==> src/rtl/far_pointer_loader.sv <==
// -----------------------------------------------------------------------------
// far_pointer_loader
//
// Loads a far pointer (offset word, then segment word) from memory. The offset
// is captured into ptr_off, and the segment word is written to the segment
// register file selected by seg_sel. The segment word is read from base_off+2,
// with the offset wrapping inside the segment. Loading SS also raises
// irq_inhibit for the write-back cycle.
//
// Ports
//   clk          rising-edge clock
//   reset        asynchronous, active-high reset
//   start        load request, accepted in IDLE and in the write-back cycle
//   seg_sel      target segment register (ES=0, CS=1, SS=2, DS=3)
//   base_seg     segment of the memory operand
//   base_off     offset of the memory operand
//   busy         high in every state except IDLE
//   done         one-cycle completion pulse (the write-back cycle)
//   ptr_off      loaded offset word, held until the next load reads it
//   m_access     memory read request, held until m_ack
//   m_addr       20-bit physical word address of the pending read
//   m_ack        read completes this cycle
//   m_data_in    read data, valid with m_ack
//   seg_wr_en    segment register file write enable
//   seg_wr_sel   segment register file write select
//   seg_wr_val   segment register file write data
//   irq_inhibit  one-cycle pulse when SS is written
// -----------------------------------------------------------------------------
module far_pointer_loader (
    input  logic        clk,
    input  logic        reset,
    input  logic        start,
    input  logic [1:0]  seg_sel,
    input  logic [15:0] base_seg,
    input  logic [15:0] base_off,
    output logic        busy,
    output logic        done,
    output logic [15:0] ptr_off,
    output logic        m_access,
    output logic [19:0] m_addr,
    input  logic        m_ack,
    input  logic [15:0] m_data_in,
    output logic        seg_wr_en,
    output logic [1:0]  seg_wr_sel,
    output logic [15:0] seg_wr_val,
    output logic        irq_inhibit
);

    typedef enum logic [1:0] {
        IDLE   = 2'd0,
        RD_OFF = 2'd1,
        RD_SEG = 2'd2,
        WB     = 2'd3
    } state_t;

    localparam logic [1:0] SEG_SS = 2'd2;

    state_t      state;
    state_t      state_next;
    logic [1:0]  sel_q;
    logic [15:0] seg_q;
    logic [15:0] off_q;
    logic        accept;
    logic [19:0] phys_base;
    logic [15:0] off_plus2;
    logic [19:0] addr_off;
    logic [19:0] addr_seg;

    // The write-back cycle also accepts a new request so loads can run
    // back to back without an idle gap.
    assign accept = start && ((state == IDLE) || (state == WB));

    // 20-bit adders wrap the physical address; the 16-bit add keeps the
    // second read inside the segment.
    assign phys_base = {seg_q, 4'h0};
    assign off_plus2 = off_q + 16'd2;
    assign addr_off  = phys_base + {4'h0, off_q};
    assign addr_seg  = phys_base + {4'h0, off_plus2};

    // NOTE: state and data registers use non-blocking assignments so every
    // register samples the values from before the clock edge.
    always_ff @(posedge clk or posedge reset) begin
        if (reset) begin
            state      <= IDLE;
            sel_q      <= 2'd0;
            seg_q      <= 16'h0000;
            off_q      <= 16'h0000;
            ptr_off    <= 16'h0000;
            seg_wr_val <= 16'h0000;
        end else begin
            state <= state_next;
            if (accept) begin
                sel_q <= seg_sel;
                seg_q <= base_seg;
                off_q <= base_off;
            end
            if ((state == RD_OFF) && m_ack) begin
                ptr_off <= m_data_in;
            end
            if ((state == RD_SEG) && m_ack) begin
                seg_wr_val <= m_data_in;
            end
        end
    end

    // NOTE: every output of this block gets a default before the case so no
    // path leaves a signal unassigned and no latch is inferred.
    always_comb begin
        state_next  = state;
        busy        = 1'b1;
        done        = 1'b0;
        m_access    = 1'b0;
        m_addr      = 20'h00000;
        seg_wr_en   = 1'b0;
        seg_wr_sel  = 2'd0;
        irq_inhibit = 1'b0;

        unique case (state)
            IDLE: begin
                busy = 1'b0;
                if (accept) begin
                    state_next = RD_OFF;
                end
            end
            RD_OFF: begin
                m_access = 1'b1;
                m_addr   = addr_off;
                if (m_ack) begin
                    state_next = RD_SEG;
                end
            end
            RD_SEG: begin
                m_access = 1'b1;
                m_addr   = addr_seg;
                if (m_ack) begin
                    state_next = WB;
                end
            end
            WB: begin
                done        = 1'b1;
                seg_wr_en   = 1'b1;
                seg_wr_sel  = sel_q;
                irq_inhibit = (sel_q == SEG_SS);
                state_next  = accept ? RD_OFF : IDLE;
            end
            default: begin
                state_next = IDLE;
            end
        endcase
    end

endmodule

==> config.mk <==
export PLATFORM = sky130hd
export DESIGN_NAME = far_pointer_loader
export DESIGN_NICKNAME = d
export VERILOG_FILES = /design/src/rtl/far_pointer_loader.sv
export SDC_FILE = /design/constraint.sdc
export NUM_CORES = 1
export LEC_CHECK = 0
export CAP_MARGIN = 10
export CORE_ASPECT_RATIO = 1.2
export CORE_UTILIZATION = 43
export DETAILED_ROUTE_END_ITERATION = 8
export PLACE_DENSITY = 0.86
export SKIP_LAST_GASP = 1
export SLEW_MARGIN = 10
export SYNTH_ARGS = -nofsm -noshare
export SYNTH_HDL_FRONTEND = slang
export SYNTH_SLANG_ARGS = --single-unit
export TNS_END_PERCENT = 20
==> constraint.sdc <==
create_clock -name clk -period 3.75 [get_ports clk]
set_clock_uncertainty 0.1 [all_clocks]
set_input_delay 0.9375 -clock clk [delete_from_list [all_inputs] [get_ports clk]]
set_output_delay 0.9375 -clock clk [all_outputs]
set_load 0.02 [all_outputs]
==> flow_metrics.env <==
export IMPL_reg2reg_setup_slack_ns=1.55
export IMPL_finalMaxSlewViolations=0
export IMPL_grt_setup_unrepaired="true"
export IMPL_grt_start_max_net_pins=37
export IMPL_finish_net_count=560
export IMPL_synth_distinct_cells=41
export IMPL_final_critical_path_setup_slack_ns=-0.501
export IMPL_slew_limit_headroom_pct=31.5
export IMPL_power_leakage_nw=2.50
export IMPL_yosys_register_bits=68
export IMPL_critPathLaunchType="flip-flop"
export IMPL_post_synth_most_frequent_cells="sky130_fd_sc_hd__dfrtp_1 (68), sky130_fd_sc_hd__mux2_2 (66), sky130_fd_sc_hd__ha_1 (19)"
export IMPL_synth_largest_type_area_fraction_pct=46.5
export IMPL_worst_path_max_fanout=4
export IMPL_power_density_mw_per_mm2=1100
export IMPL_final_global_route_overflow_total=0
export IMPL_ys_async_sr_fraction_pct=100
export IMPL_violated_checks="setup timing"
export IMPL_vias=3028
export IMPL_routed_wl_um=9390
export IMPL_number_of_cells_on_the_worst_hold_path=1
export IMPL_finish_cell_count_without_fillers=605
export IMPL_placementRows=36
export IMPL_synth_compound_gate_area_share_pct=8.64
export IMPL_worstReg2RegStart="state[0]"
export IMPL_fp_coreArea_mm2=0.00820
export IMPL_yosys_area_share_adder_pct=7.04
export IMPL_route_antenna_remaining_nets=0
export IMPL_synth_warning_count=0
export IMPL_floorplan_initialDensity_pct=44.7
export IMPL_critPathMaxStageDelay_ns=0.43
export IMPL_first_pass_grt_wire_length_um=15100
export IMPL_placement_setup_worst_slack_ns=-0.667
export IMPL_required_ns=2.71
export IMPL_crit_family="compound AO/OA/AOI/OAI gates"
export IMPL_muxShareOfSynthArea_pct=21.4
export IMPL_detailedRoute_firstIterationViolations=97
export IMPL_min_delay_start="off_q[0]"
export IMPL_crit_buf_inv=2
export IMPL_ctsHtreeMaxLevel=3
export IMPL_synthesis_area_mm2=0.00366
export IMPL_synth_top_family_by_area="multiplexers"
export IMPL_drtPass1Iterations=4
export IMPL_clock_sink_count=68
export IMPL_holdCritPathClass="flip-flop to flip-flop"
export IMPL_drive_gt1_share_pct=38.1
export IMPL_port_buffers=112
export IMPL_xor_xnor_share_of_the_synthesized_area_pct=4.54
export IMPL_reg2reg_to="state[0]"
export IMPL_die_area_mm2=0.00889
export IMPL_antennaDiodeCount=0
export IMPL_routed_wire_length_per_instance_um=15.5
export IMPL_max_clock_freq_mhz=235
export IMPL_status="finished with violations"
export IMPL_cp_cell_sequence="inv_2 -> ha_4 -> nand4_1 -> xnor2_1 -> ha_2 -> fa_2 -> a21o_1 -> a221o_2 -> a221oi_2 -> o21ai_1 -> mux2i_2 -> buf_4"
export IMPL_worst_slew_pin_slew_ns=1.02
export IMPL_via_per_inst=5.00
export IMPL_dp_cells=584
export IMPL_synth_most_common_cell="sky130_fd_sc_hd__dfrtp_1"
export IMPL_synthSimpleGateAreaFrac_pct=9.63
export IMPL_synth_largest_area_cell="sky130_fd_sc_hd__dfrtp_1"
export IMPL_worstSetupEndpointType="output port"
export IMPL_syn_to_final_growth_pct=54.4
export IMPL_top_level_ports=113
export IMPL_hold_path_endpoint="off_q[0]"
export IMPL_slowest_stage_cell_crit_path="sky130_fd_sc_hd__a221o_2"
export IMPL_grt_antenna_before_repair=0
export IMPL_syn_instance_count=314
export IMPL_tritoncts_num_buffers=9
export IMPL_drc=0
export IMPL_power_ir_vdd_worst_v=0.000646
export IMPL_arrival_ns=3.21
export IMPL_dpl_hpwl_um=7270
export IMPL_tritoncts="built"
export IMPL_synth_net_count=388
export IMPL_track_usage_pct=22.6
export IMPL_synth_edf_count=0
export IMPL_clock_latency_ns=0.34
export IMPL_avgSynthCellArea_um2=11.7
export IMPL_drv_cap=0
export IMPL_finalCritPeriodShare_pct=113
export IMPL_layout_min_cycle_time_ns=4.25
export IMPL_setup_violations=16
export IMPL_place_gp_congestion=0.866
export IMPL_hold_viol=0
export IMPL_die_width_um=86.2
export IMPL_number_of_global_route_vias_before_repair=3235
export IMPL_seq_area_frac_synth_pct=46.5
export IMPL_hold_buffers=0
export IMPL_clock_transition_at_the_register_clock_pins_on_the_worst_setup_and_hold_paths_after_cts_ns=0.07
export IMPL_clk_path_buf_depth=2
export IMPL_die_height_um=103
export IMPL_netlist_top_cells_area="sky130_fd_sc_hd__dfrtp_1 (46%), sky130_fd_sc_hd__mux2_2 (20%), sky130_fd_sc_hd__ha_1 (6.5%)"
export IMPL_worstRegToRegCells=9
export IMPL_synth_ff_type="sky130_fd_sc_hd__dfrtp_1"
export IMPL_timing_worst_setup_path_type="flip-flop to output port"
export IMPL_clockRootBuffer="sky130_fd_sc_hd__clkbuf_8"
## cell usage in the layout (no fill, tap or decap), drive strengths merged, types with 3 or more instances in the layout
cell and count:
ha 19, a21o 6, and2 6, nand3 4, clkbuf 13, mux2 66
xor2 8, nand4 6, buf 66, a21oi 14, nand2 18, clkdlybuf4s50 100
xnor2 11, or2 3, o21ai 11, mux2i 4, and3 9, a211oi 3
dfrtp 68, inv 9, nor2 16, nor3 4
## registers in the layout (all words and copies together), names as in the netlist
signal / count
seg_q: 16
off_q: 16
state: 2
seg_wr_val: 16
ptr_off: 16
sel_q: 2
## stage by stage
stage               util [%]  hold WS [ns]  total power, mW  area [um2]  TNS, ns
floorplan                  -         0.372             3.65        3680   -0.549
global placement        64.7         0.382             5.28        5310    -4.88
detailed placement      64.7         0.395             5.41        5310    -5.69
CTS                     68.2         0.411             6.14        5590    -5.88
global route            69.0         0.417             6.65        5650    -8.06
finish                  69.0         0.405             6.23        5650    -4.98
## power by group
part | internal (mW) | switching (mW) | total (mW)
registers | 1.12 | 0.264 | 1.38
clock network | 0.392 | 0.266 | 0.658
logic | 2.19 | 2.00 | 4.19
## worst register-to-register path: cells and delay by family, from the launching register on
family,cells,cell delay (ns)
flip-flops,1,0.36
adder cells (fa/ha/maj),1,0.37
AND/OR/NAND/NOR,1,0.15
AO/OA/AOI/OAI,3,0.53
buffers and inverters,4,0.61
## layout make-up
| cell class | instances | area [um2] |
|---|---|---|
| multi-input cells | 227 | 2010 |
| flip-flops and latches | 68 | 1700 |
| clock buffers | 12 | 145 |
| repair buffers | 171 | 1550 |
| inverters | 9 | 33.8 |
| clock inverters | 4 | 72.6 |
| fillers | 640 | 2540 |
| well taps | 114 | 143 |
## layer usage
layer,up-vias,wire length (um),global-route usage (%)
li1,1468,-,-
met1,1459,3530,23.5
met2,90,4990,40.7
met3,11,747,8.41
met4,0,123,9.74
met5,-,0,0
## worst max path at each step
stage / from / endpoint / slack (ns) / cells after the start
floorplan: state[0] / m_addr[16] / -0.15 / 13
global route: state[0] / m_addr[16] / -0.63 / 14
detailed placement: state[0] / m_addr[16] / -0.67 / 12
finish: state[0] / m_addr[16] / -0.50 / 12
CTS: state[0] / m_addr[16] / -0.51 / 14
global placement: state[0] / m_addr[16] / -0.56 / 12
## kinds of logic (layout without fill, tap and decap cells)
logic type | Yosys count | count (layout)
adders and majority gates | 20 | 20
AOI/OAI and AO/OA | 48 | 48
DFF | 68 | 68
and+or+nand+nor | 70 | 70
xor gates and xnor gates | 19 | 19
muxes | 70 | 70
buffers and inverters | 19 | 196
## timing repair
action / 4_1_cts / 5_1_grt
pin swaps: 16 / 11
endpoints found under the setup margin: 15 / 17
setup buffers: 3 / 2
resized for setup: 49 / 23
Note: power is estimated with default switching activity, not from simulation.
